==> src/rtl/fetch_ctrl.sv <==
// Fetch sequencer: owns the PC, one imem read in flight, delivers to decode over valid/ready.
// Start->req 1 cycle, ack->valid 1 cycle; holds instr while !ready. Optional halt via FETCH_CTRL_HALT_EN.
module fetch_ctrl #(
  parameter int AW = 8,
  parameter int IW = 16,
  parameter logic [IW-1:0] HALT_OPCODE = {IW{1'b1}}
) (
  input  logic          clk,
  input  logic          rst_n,
  input  logic          start_i,
  input  logic [AW-1:0] start_address_i,
  input  logic          branch_i,
  input  logic [AW-1:0] branchloc_i,
  output logic          imem_req_o,
  output logic [AW-1:0] imem_addr_o,
  input  logic          imem_ack_i,
  input  logic [IW-1:0] imem_data_i,
  output logic [IW-1:0] instr_o,
  output logic [AW-1:0] instr_pc_o,
  output logic          instr_valid_o,
  input  logic          instr_ready_i,
  output logic          busy_o,
  output logic          halted_o
);

  typedef enum logic [1:0] {
    IDLE,
    FETCH,
    VALID
`ifdef FETCH_CTRL_HALT_EN
    , HALTED
`endif
  } state_t;

  state_t        state_q, state_d;
  logic [AW-1:0] pc_q, pc_d;
  logic          kill_q, kill_d;
  logic          req_q, req_d;
  logic [AW-1:0] addr_q, addr_d;
  logic [IW-1:0] instr_q, instr_d;
  logic [AW-1:0] instr_pc_q, instr_pc_d;
  logic          valid_q, valid_d;
  logic          halted_q, halted_d;
  logic [AW-1:0] target;

  // Branch offsets are relative to the last instruction handed to decode.
  assign target = instr_pc_q + branchloc_i;

  always_comb begin
    state_d    = state_q;
    pc_d       = pc_q;
    kill_d     = kill_q;
    req_d      = req_q;
    addr_d     = addr_q;
    instr_d    = instr_q;
    instr_pc_d = instr_pc_q;
    valid_d    = valid_q;
    halted_d   = halted_q;

    if (start_i) begin
      state_d  = FETCH;
      pc_d     = start_address_i;
      valid_d  = 1'b0;
      halted_d = 1'b0;
      // An unanswered read must complete at its original address; drop its data later.
      if (req_q && !imem_ack_i) begin
        kill_d = 1'b1;
      end else begin
        kill_d = 1'b0;
        req_d  = 1'b1;
        addr_d = start_address_i;
      end
    end else begin
      case (state_q)
        FETCH: begin
          if (imem_ack_i) begin
            if (kill_q || branch_i) begin
              kill_d = 1'b0;
              pc_d   = branch_i ? target : pc_q;
              addr_d = branch_i ? target : pc_q;
            end else begin
              instr_d    = imem_data_i;
              instr_pc_d = addr_q;
              valid_d    = 1'b1;
              pc_d       = pc_q + AW'(1);
              req_d      = 1'b0;
              state_d    = VALID;
            end
          end else if (branch_i) begin
            pc_d   = target;
            kill_d = 1'b1;
          end
        end
        VALID: begin
          if (branch_i) begin
            valid_d = 1'b0;
            pc_d    = target;
            req_d   = 1'b1;
            addr_d  = target;
            state_d = FETCH;
          end else if (instr_ready_i) begin
            valid_d = 1'b0;
`ifdef FETCH_CTRL_HALT_EN
            if (instr_q == HALT_OPCODE) begin
              state_d  = HALTED;
              halted_d = 1'b1;
            end else begin
              req_d   = 1'b1;
              addr_d  = pc_q;
              state_d = FETCH;
            end
`else
            req_d   = 1'b1;
            addr_d  = pc_q;
            state_d = FETCH;
`endif
          end
        end
        default: ;
      endcase
    end
  end

  always_ff @(posedge clk or negedge rst_n) begin
    if (!rst_n) begin
      state_q    <= IDLE;
      pc_q       <= '0;
      kill_q     <= 1'b0;
      req_q      <= 1'b0;
      addr_q     <= '0;
      instr_q    <= '0;
      instr_pc_q <= '0;
      valid_q    <= 1'b0;
      halted_q   <= 1'b0;
    end else begin
      state_q    <= state_d;
      pc_q       <= pc_d;
      kill_q     <= kill_d;
      req_q      <= req_d;
      addr_q     <= addr_d;
      instr_q    <= instr_d;
      instr_pc_q <= instr_pc_d;
      valid_q    <= valid_d;
      halted_q   <= halted_d;
    end
  end

  assign imem_req_o    = req_q;
  assign imem_addr_o   = addr_q;
  assign instr_o       = instr_q;
  assign instr_pc_o    = instr_pc_q;
  assign instr_valid_o = valid_q;
  assign busy_o        = (state_q == FETCH) || (state_q == VALID);

`ifdef FETCH_CTRL_HALT_EN
  assign halted_o = halted_q;
`else
  logic unused_halt;
  assign unused_halt = halted_q ^ (^HALT_OPCODE);
  assign halted_o    = 1'b0;
`endif

endmodule

==> config.mk <==
export PLATFORM = sky130hd
export DESIGN_NAME = fetch_ctrl
export DESIGN_NICKNAME = d
export VERILOG_FILES = /design/src/rtl/fetch_ctrl.sv
export SDC_FILE = /design/constraint.sdc
export NUM_CORES = 1
export LEC_CHECK = 0
export ABC_AREA = 1
export BUFFER_PORTS_ARGS = -buffer_cell sky130_fd_sc_hd__buf_2
export CORE_ASPECT_RATIO = 0.9
export CORE_MARGIN = 1.5
export CORE_UTILIZATION = 52
export CTS_CLUSTER_SIZE = 25
export DETAILED_ROUTE_END_ITERATION = 8
export PLACE_DENSITY_LB_ADDON = 0.05
export SYNTH_ARGS = -nofsm -noshare
export SYNTH_HDL_FRONTEND = slang
export SYNTH_SLANG_ARGS = --single-unit
==> constraint.sdc <==
create_clock -name clk -period 2.03 [get_ports clk]
set_clock_uncertainty 0.1 [all_clocks]
set_input_delay 0.203 -clock clk [delete_from_list [all_inputs] [get_ports clk]]
set_output_delay 0.203 -clock clk [all_outputs]
set_load 0.03 [all_outputs]
* Yosys cells after proc, flatten, opt, wreduce, memory -nomap -nowiden
Index checks and enable logic that the tools add are counted.
** Cells by class
- Muxes and demuxes :: 37
- Add/sub/neg operators :: 2
- Reductions and logical operators :: 12
- Bitwise gates (word level) :: 2
- Equal/unequal tests :: 8
** Operators with widths (count)
- 8-bit two-way mux :: 10
- 8-bit one-hot mux with 2 select lines :: 2
- 1-bit two-way mux :: 17
- 2-bit two-way mux :: 5
- 5-bit AND reduction :: 2
- 3-bit != test (second input constant) :: 3
- 8-bit by 1-bit adder with 8-bit output (second input constant) :: 1
- 8-bit adder :: 1
- 4-bit AND reduction :: 2
- 3-bit nonzero test :: 2
- 4-bit != test (second input constant) :: 1
- 1-bit one-hot mux with 2 select lines :: 2
- 2-bit one-hot mux with 2 select lines :: 1
- 3-bit by 2-bit != test with 1-bit output (second input constant) :: 1
- 3-bit AND reduction :: 1
- 2-bit by 1-bit == test with 1-bit output (second input constant) :: 1
- 2-bit == test (second input constant) :: 1
- 1-bit logical OR :: 2
- 2-bit != test (second input constant) :: 1
- 1-bit NOT :: 2
- 2-bit nonzero test :: 1
- 1-bit logical AND :: 1
- 1-bit logical NOT :: 1
** Word-level totals
- Output and inout port bits :: 36
- Input bits :: 38
- Flip-flop bits (word level) :: 45
- Logic and storage cells :: 69

* Depth between registers and ports, before layout
Gate-level depths: netlist of the first run.
- Depth in word-level cells :: 6
- Gate-level depth with buffers :: 13
- Depth with buffers taken out :: 13

* Worst setup path after synthesis of the first run
OpenSTA, ideal clock, no wires.
- Path kind :: reg-to-reg
- Start point :: register instr_pc_q[0] (netlist: instr_pc_o[0])
- End point :: register pc_q[6]
- Buffers on the path :: 0
- Arrival :: 1.772 ns
- Library setup time :: 0.121 ns
- Stages on the path, launching flop included :: 14
- Period minus slack after synthesis :: 1.993 ns
- Required time :: 1.809 ns
- Path slack :: 0.037 ns
- Path through :: dfrtp_1 -> ha_1 -> inv_1 -> fa_1 -> inv_1 -> nand2_1 -> nand2_1 -> nand3b_1 -> nand2_1 -> nand2_1 -> nand3_1 -> nand3_1 -> nand2_1 -> a21oi_1
** On the way
- Cells in the longest elaborated chain, start to end :: 6
** Ends and longest elaborated chain
- start: declaration :: line 41 : logic [AW-1:0] instr_pc_q, instr_pc_d;
- start signal: assignment :: line 142 : instr_pc_q <= instr_pc_d;
- 8-bit adder * :: line 47 : assign target = instr_pc_q + branchloc_i;
- 8-bit two-way mux * :: line 79, 89, 95
- 8-bit two-way mux :: line 77 : if (kill_q || branch_i) begin
- 8-bit two-way mux :: line 76 : if (imem_ack_i) begin
- 8-bit one-hot mux with 2 select lines * :: line 74 : case (state_q)
- 8-bit two-way mux * :: line 60 : if (start_i) begin
- end signal: assignment :: line 137 : pc_q <= pc_d;
- end: declaration :: line 36 : logic [AW-1:0] pc_q, pc_d;
Mark *: on every way between the ends. The rest lies on a longest branch, timed or not.
A chain may end at the register's enable or synchronous reset.

* Worst setup path after layout of the first run
- Start point :: register instr_pc_q[0] (netlist: instr_pc_o[0])
- End point :: register addr_q[6] (netlist: imem_addr_o[6])
** On the way
- Cells in the longest elaborated chain, start to end :: 6
- Elaborated cells on any way between the ends :: 7
- Those cells by class :: add/sub (1); mux (6)
** Ends and longest elaborated chain
- 8-bit adder * :: line 47
- 8-bit two-way mux
- 8-bit two-way mux :: line 77
- 8-bit two-way mux :: line 76
- 8-bit one-hot mux with 2 select lines * :: line 74
- 8-bit two-way mux * :: line 60
- end signal: assignment :: line 140 : addr_q <= addr_d;
- end: declaration :: line 39 : logic [AW-1:0] addr_q, addr_d;
Mark *: on every way between the ends. The rest lies on a longest branch, timed or not. The select of a mux whose other input is x is not followed.

==> summary.md, run 1 <==
| Metric | Value |
|---|---|
| Final #Nets | `435` |
| CP required | `2.17 ns` |
| Min setup slack post-route | `0.145 ns` |
| CTS tree | `yes` |
| Post-layout min period | `1.89 ns` |
| Most frequent cell after synthesis | `nand2_1` |
| Clock transition at the registers of the reported paths | `0.09 ns` |
| Clock Root Buffer | `clkbuf_8` |
| Total gr overflow | `0` |
| Die X | `78.3 um` |
| Max VDD drop | `942 uV` |
| Post-synth top area share | `41.5%` |
| Hold Crit Endpoint | `instr_o[2]$_DFFE_PN0P_` |
| Starting Density | `54.5%` |
| Fill cells | `450` |
| Fin cells | `452` |
| Synth cell types | `36` |
| Avg Vias per Cell | `5.08` |
| Fin Hold WS | `0.0247 ns` |
| Syn Std Cell Area | `0.00265 mm^2` |
| Post-synthesis sequential area ratio | `41.5%` |
| CTS buffer count | `5` |
| Synth cell count leaders | `nand2_1, dfrtp_1, inv_1` |
| Hpwl dp | `4460 um` |
| Synth Net Count | `360` |
| Cells after synthesis | `311` |
| Placed Cells | `442` |
| Asr flop ratio synth | `100%` |
| Number of synthesized flops with an enable pin | `0` |
| Antenna diode count | `0` |
| Critical R2R Capture | `imem_addr_o[6]$_DFFE_PN0P_` |
| Global-route wire length before repair | `9870 um` |
| Area Growth Syn to Fin | `21.0%` |
| Initial antenna violation count | `0` |
| Largest net degree at the start of global routing | `45` |
| I/O pin count | `74` |
| Count of routing violations after the opening detailed-route iteration | `82` |
| Port bufs | `72` |
| Leakage power figure | `1.78 nW` |
| Placed instance area | `0.00306 mm^2` |
| Synthesized area per cell | `8.53 um^2` |
| Seq cells post-synth | `44` |
| Drc violations | `0` |
| Final Max Slew Viols | `0` |
| Place WS | `0.130 ns` |
| Critical Path End Type | `flip-flop` |
| Vias in the first global route | `2206` |
| FMAX | `530 MHz` |
| Core area | `0.00486 mm^2` |
| Synth top area cells | `dfrtp_1, nand2_1, mux2_4` |
| Global Route Usage Sum | `22.7%` |
| Max-Cap Viols | `0` |
| Routed vias | `2295` |
| Hold Startpoint | `imem_data_i[2]` |
| Row cnt | `24` |
| Number of setup violations in the final report | `0` |
| Yosys warnings | `0` |
| Crit-path max FO | `3` |
| Share of cells above drive strength 1 | `33.6%` |
| 1st-pass router iterations | `5` |
| Design Area, Final | `0.00321 mm^2` |
| Main synth FF type | `dfrtp_1` |
| Final hold vios | `0` |
| Drt wl/cell | `13.5 um` |
| Hold path depth | `2` |
| Clock sink count | `44` |
| R2R Path Start | `instr_pc_o[0]$_DFFE_PN0P_` |
| Hold Path Class | `input port to flip-flop` |
| Detail Route Antenna Nets | `0` |
| Cell Pwr Density | `1630 mW/mm^2` |
| Clk Latency, worst-skew pair | `0.30 ns` |
| Die Y | `70.7 um` |
| Type of origin of the critical path | `flip-flop` |
| Status | `completed` |
| Clk buf depth | `2` |
| Critical path class | `flip-flop to flip-flop` |
| R2r setup slk | `0.14 ns` |
| Total Wirelength | `6110 um` |
| CTS H-tree lvls | `2` |
| Fin crit share | `92.9%` |
| WP data arrival | `2.02 ns` |
| FF-to-FF path depth | `12` |
| GP Congestion | `0.809` |
| Die ar. | `0.00554 mm^2` |
| Dominant cell type by area after synthesis | `dfrtp_1` |
==> worst max-delay path, stage by stage (launching register included) <==
cell and delay, ns:
dfrtp_1 0.37, ha_2 0.19, inv_1 0.05, fa_2 0.33, inv_2 0.06, nand2_2 0.05
nand2_2 0.08, nand3b_1 0.11, nand3_1 0.12, nand3_2 0.09, nand2_1 0.08, nand2_1 0.06
a21oi_2 0.13
==> flip-flops by register name (all words and copies together) (netlist names) <==
register and flops:
instr_pc_o 8, kill_q 1, imem_req_o 1, state_q 2, pc_q 8, imem_addr_o 8
instr_o 16
==> report_power, final <==
group          total [mW]  switching [mW]  internal [mW]
sequential           1.64           0.332           1.31
combinational        2.92            1.86           1.07
clock               0.666           0.300          0.365
==> layout by cell type, fill, tap and decap left out, types with 2 or more instances in the layout <==
cell and count:
or2_2 3, o21ai_0 14, nand2_2 4, xnor2_1 2, nor2_2 4, nand2_1 67, inv_1 34, nand3b_1 2
a31oi_1 6, clkbuf_8 5, dfrtp_1 44, a21oi_2 2, o21ai_1 4, nor2_1 31, ha_1 9, xor2_1 2
mux2_4 14, nand3_2 2, buf_4 3, inv_2 5, mux2_2 7, nand3_1 19, buf_2 72, a21oi_1 14
==> kinds of logic after synthesis <==
| family | count (synthesis) | synth area share (%) |
|---|---|---|
| AOI/OAI and AO/OA | 45 | 9.44 |
| xor gates and xnor gates | 4 | 1.32 |
| adders and majority gates | 11 | 5.47 |
| buffers and inverters | 48 | 8.12 |
| DFF | 44 | 41.5 |
| muxes | 22 | 11.3 |
| other | 1 | 0.141 |
| and+or+nand+nor | 136 | 22.7 |
==> metal layers <==
layer	up-vias	part of all wire [%]	GRT usage, %
met4	0	1.2	6.94
met3	6	4.7	4.52
met1	1069	46	29.0
li1	1153	-	-
met5	-	0	0
met2	67	48	39.2
==> worst max-delay path by stage <==
stage                              startpoint                         end  depth (start not counted)
finish              instr_pc_o[0]$_DFFE_PN0P_  imem_addr_o[6]$_DFFE_PN0P_                         12
CTS                 instr_pc_o[0]$_DFFE_PN0P_         pc_q[6]$_DFFE_PN0P_                         13
global route        instr_pc_o[0]$_DFFE_PN0P_  imem_addr_o[6]$_DFFE_PN0P_                         12
detailed placement  instr_pc_o[0]$_DFFE_PN0P_         pc_q[6]$_DFFE_PN0P_                         13
floorplan           instr_pc_o[0]$_DFFE_PN0P_         pc_q[6]$_DFFE_PN0P_                         13
global placement    instr_pc_o[0]$_DFFE_PN0P_         pc_q[6]$_DFFE_PN0P_                         13
==> cell type report <==
| cell class | instances | area [um^2] | share of cell area (%) |
|---|---|---|---|
| Sequential cell | 44 | 1100 | 34.3 |
| Tap cell | 65 | 81.3 | 2.54 |
| Clock inverter | 2 | 35.0 | 1.09 |
| Timing Repair Buffer | 77 | 413 | 12.9 |
| Multi-Input combinational cell | 219 | 1360 | 42.4 |
| Inverter | 39 | 146 | 4.56 |
| Clock buffer | 6 | 72.6 | 2.26 |
==> per-stage QoR <==
step / TNS [ns] / power (mW) / utilization [%]
after floorplan: 0 / 3.77 / -
after global placement: 0 / 4.45 / 62.9
after detailed placement: 0 / 4.53 / 62.9
after CTS: 0 / 5.21 / 65.3
after global routing: -0.0298 / 5.64 / 65.9
final: 0 / 5.23 / 65.9
==> repair_timing <==
item / 4_1_cts / 5_1_grt
hold endpoints to repair: 44 / 0
endpoints found under the setup margin: 0 / 3
resized for setup: 0 / 8
setup buffers: 0 / 1
hold buffers: 1 / 0
No activity file was read; power rests on OpenSTA's default activity.
==> inputs of run 2 (changes only) <==
CELL_PAD_IN_SITES_DETAIL_PLACEMENT = 0   (was not set)
CELL_PAD_IN_SITES_GLOBAL_PLACEMENT = 1   (was not set)
CORE_UTILIZATION = 38   (was 52)
==> summary.md, run 2 (same netlist as run 1, synthesis figures left out) <==
| Metric | Value |
|---|---|
| Final Max Slew Viols | `0 (unchanged)` |
| Design Area, Final | `0.00328 mm^2 (was 0.00321 mm^2)` |
| Share of cells above drive strength 1 | `34.6% (was 33.6%)` |
| R2R Path Start | `instr_pc_o[0]$_DFFE_PN0P_ (unchanged)` |
| Global Route Usage Sum | `18.4% (was 22.7%)` |
| Port bufs | `72 (unchanged)` |
| Min setup slack post-route | `0.143 ns (was 0.145 ns)` |
| Placed instance area | `0.00311 mm^2 (was 0.00306 mm^2)` |
| Type of origin of the critical path | `flip-flop (unchanged)` |
| Number of setup violations in the final report | `0 (unchanged)` |
| Total Wirelength | `6830 um (was 6110 um)` |
| Max reg flops | `16 (unchanged)` |
| Avg Vias per Cell | `4.81 (was 5.08)` |
| Cell chain of the critical path | `ha_2, inv_1, fa_2, inv_2, nand2_2, nand2_2, nand3b_1, nand3_2, nand3_2, nand2_1, nand2_1, a21oi_2 (was ha_2, inv_1, fa_2, inv_2, nand2_2, nand2_2, nand3b_1, nand3_1, nand3_2, nand2_1, nand2_1, a21oi_2)` |
| Max-Cap Viols | `0 (unchanged)` |
| CP required | `2.17 ns (about the same)` |
| I/O pin count | `74 (unchanged)` |
| Clock power share | `13.5% (was 12.7%)` |
| Cell-internal power | `2.79 mW (was 2.74 mW)` |
| Drc violations | `0 (unchanged)` |
| Post-layout min period | `1.89 ns (about the same)` |
| Fin Setup TNS | `0 ns (unchanged)` |
| Vias in the first global route | `2043 (was 2206)` |
| CTS tree | `yes (unchanged)` |
| Total power | `5.35 mW (was 5.23 mW)` |
| Status | `completed (unchanged)` |
| Hpwl dp | `5060 um (was 4460 um)` |
| Leakage power figure | `1.81 nW (was 1.78 nW)` |
| Worst-margin pin slew | `0.586 ns` |
| Row cnt | `28 (was 24)` |
| Global-route wire length before repair | `10400 um (was 9870 um)` |
| GP Congestion | `0.839 (was 0.809)` |
| Starting Density | `39.8% (was 54.5%)` |
| Hold Crit Endpoint | `instr_o[10]$_DFFE_PN0P_ (was instr_o[2]$_DFFE_PN0P_)` |
| Crit-path max FO | `3 (unchanged)` |
| Cell Pwr Density | `1630 mW/mm^2 (about the same)` |
| Drt wl/cell | `14.1 um (was 13.5 um)` |
| FF-to-FF path depth | `12 (unchanged)` |
| Commonest non-fill, non-tap cell in the layout | `buf_2 (unchanged)` |
| Hold path depth | `2 (unchanged)` |
| Largest net degree at the start of global routing | `45 (unchanged)` |
| Routed vias | `2325 (was 2295)` |
| 1st-pass router iterations | `4 (was 5)` |
| Most frequent cells in the layout | `buf_2, nand2_1, dfrtp_1, inv_1, nor2_1 (unchanged)` |
| Hold Path Class | `input port to flip-flop (unchanged)` |
| Core area | `0.00666 mm^2 (was 0.00486 mm^2)` |
| R2r setup slk | `0.14 ns (about the same)` |
| Relative slew slack | `61.0%` |
| Detail Route Antenna Nets | `0 (unchanged)` |
| Clk buf depth | `2 (unchanged)` |
| WP data arrival | `2.03 ns (was 2.02 ns)` |
| Die X | `91.0 um (was 78.3 um)` |
| Die ar. | `0.00749 mm^2 (was 0.00554 mm^2)` |
| FMAX | `530 MHz (about the same)` |
| Count of routing violations after the opening detailed-route iteration | `89 (was 82)` |
| Area Growth Syn to Fin | `23.8% (was 21.0%)` |
| CTS buffer count | `5 (unchanged)` |
| Total gr overflow | `0 (unchanged)` |
| Critical path class | `flip-flop to flip-flop (unchanged)` |
| Clk Latency, worst-skew pair | `0.31 ns (was 0.30 ns)` |
| Final #Nets | `441 (was 435)` |
| Clock Root Buffer | `clkbuf_8 (unchanged)` |
| Initial antenna violation count | `0 (unchanged)` |
| Clock sink count | `44 (unchanged)` |
| Critical R2R Capture | `imem_addr_o[6]$_DFFE_PN0P_ (unchanged)` |
| Hold Startpoint | `imem_data_i[10] (was imem_data_i[2])` |
| Critical Path End Type | `flip-flop (unchanged)` |
| Die Y | `82.2 um (was 70.7 um)` |
| Sequential share of power | `30.6% (was 31.3%)` |
| RSZ-0062 raised after global routing | `false` |
| Fin crit share | `93.0% (was 92.9%)` |
| Combinational Power Share | `55.9% (about the same)` |
| Place WS | `0.119 ns (was 0.130 ns)` |
| Clock transition at the registers of the reported paths | `0.09 ns (about the same)` |
| Max VDD drop | `681 uV (was 942 uV)` |
| Slowest stage cell, crit path | `dfrtp_1 (unchanged)` |
| Antenna diode count | `0 (unchanged)` |
| Worst path max stage delay | `0.37 ns (about the same)` |
| CTS H-tree lvls | `2 (unchanged)` |
| Final Util | `49.3% (was 65.9%)` |
| Switching pwr | `2.57 mW (was 2.49 mW)` |
| Final hold vios | `0 (unchanged)` |
| Sw frac | `47.9% (was 47.6%)` |
[run 2: changes by cell type in the layout (fill, tap and decap cells not counted), sizes merged]
cell         delta
dlygate4sd3     +1
clkbuf          -1
clkinv          +1
buf             +5
[run 2: power groups by stage]
stage          Combinational (mW)  Clock [mW]  Sequential, mW
4_1_cts                      2.95       0.744            1.65
2_1_floorplan                1.52           0            2.25
3_3_place_gp                 2.92           0            1.66
5_1_grt                      3.30       0.771            1.70
3_5_place_dp                 2.95           0            1.65
6_report                     2.99       0.722            1.64
[run 2: repair_timing]
action                                  in CTS  in global routing
hold buffers                                 1                  1
hold endpoints to repair                    44                  1
endpoints found under the setup margin       0                  4
gates resized for setup                      0                  8
buffers inserted                             0                  2
[run 2: worst max-delay path by stage]
stage | from | to | cells past startpoint
after floorplan | instr_pc_o[0]$_DFFE_PN0P_ | pc_q[6]$_DFFE_PN0P_ | 13
after global placement | instr_pc_o[0]$_DFFE_PN0P_ | pc_q[6]$_DFFE_PN0P_ | 13
after detailed placement | instr_pc_o[0]$_DFFE_PN0P_ | imem_addr_o[6]$_DFFE_PN0P_ | 12
after CTS | instr_pc_o[0]$_DFFE_PN0P_ | imem_addr_o[6]$_DFFE_PN0P_ | 12
after global routing | instr_pc_o[0]$_DFFE_PN0P_ | imem_addr_o[6]$_DFFE_PN0P_ | 12
final | instr_pc_o[0]$_DFFE_PN0P_ | imem_addr_o[6]$_DFFE_PN0P_ | 12
[run 2: per-stage QoR]
stage          cells  hold WS [ns]
2_1_floorplan    311        -0.193
3_3_place_gp     471         0.232
3_5_place_dp     471         0.233
4_1_cts          480       0.00374
5_1_grt          483       0.00632
6_report         483        0.0138
[run 2: cell type report]
cell class	count	area [um^2]
inverters	39	146
clock inverters	3	47.5
fillers	679	3370
clock buffers	5	68.8
multi-input cells	219	1360
flip-flops and latches	44	1100
repair buffers	83	448
well taps	90	113
[run 2: layer usage]
metal	up-vias	global-route usage [%]	wire length, um	part of all wire, %
li1	1166	-	-	-
met1	1100	24.6	3250	48
met2	51	30.1	3220	47
met3	8	3.75	280	4.1
met4	0	6.09	82	1.2
met5	-	0	0	0
[run 2: worst max-delay path, delay by kind of cell, from the launching register on]
kind                       cells  cell delay (ns)
and+or+nand+nor                7             0.57
buffers and inverters          2             0.12
AOI/OAI and AO/OA              1             0.14
DFF                            1             0.37
adders and majority gates      2             0.52
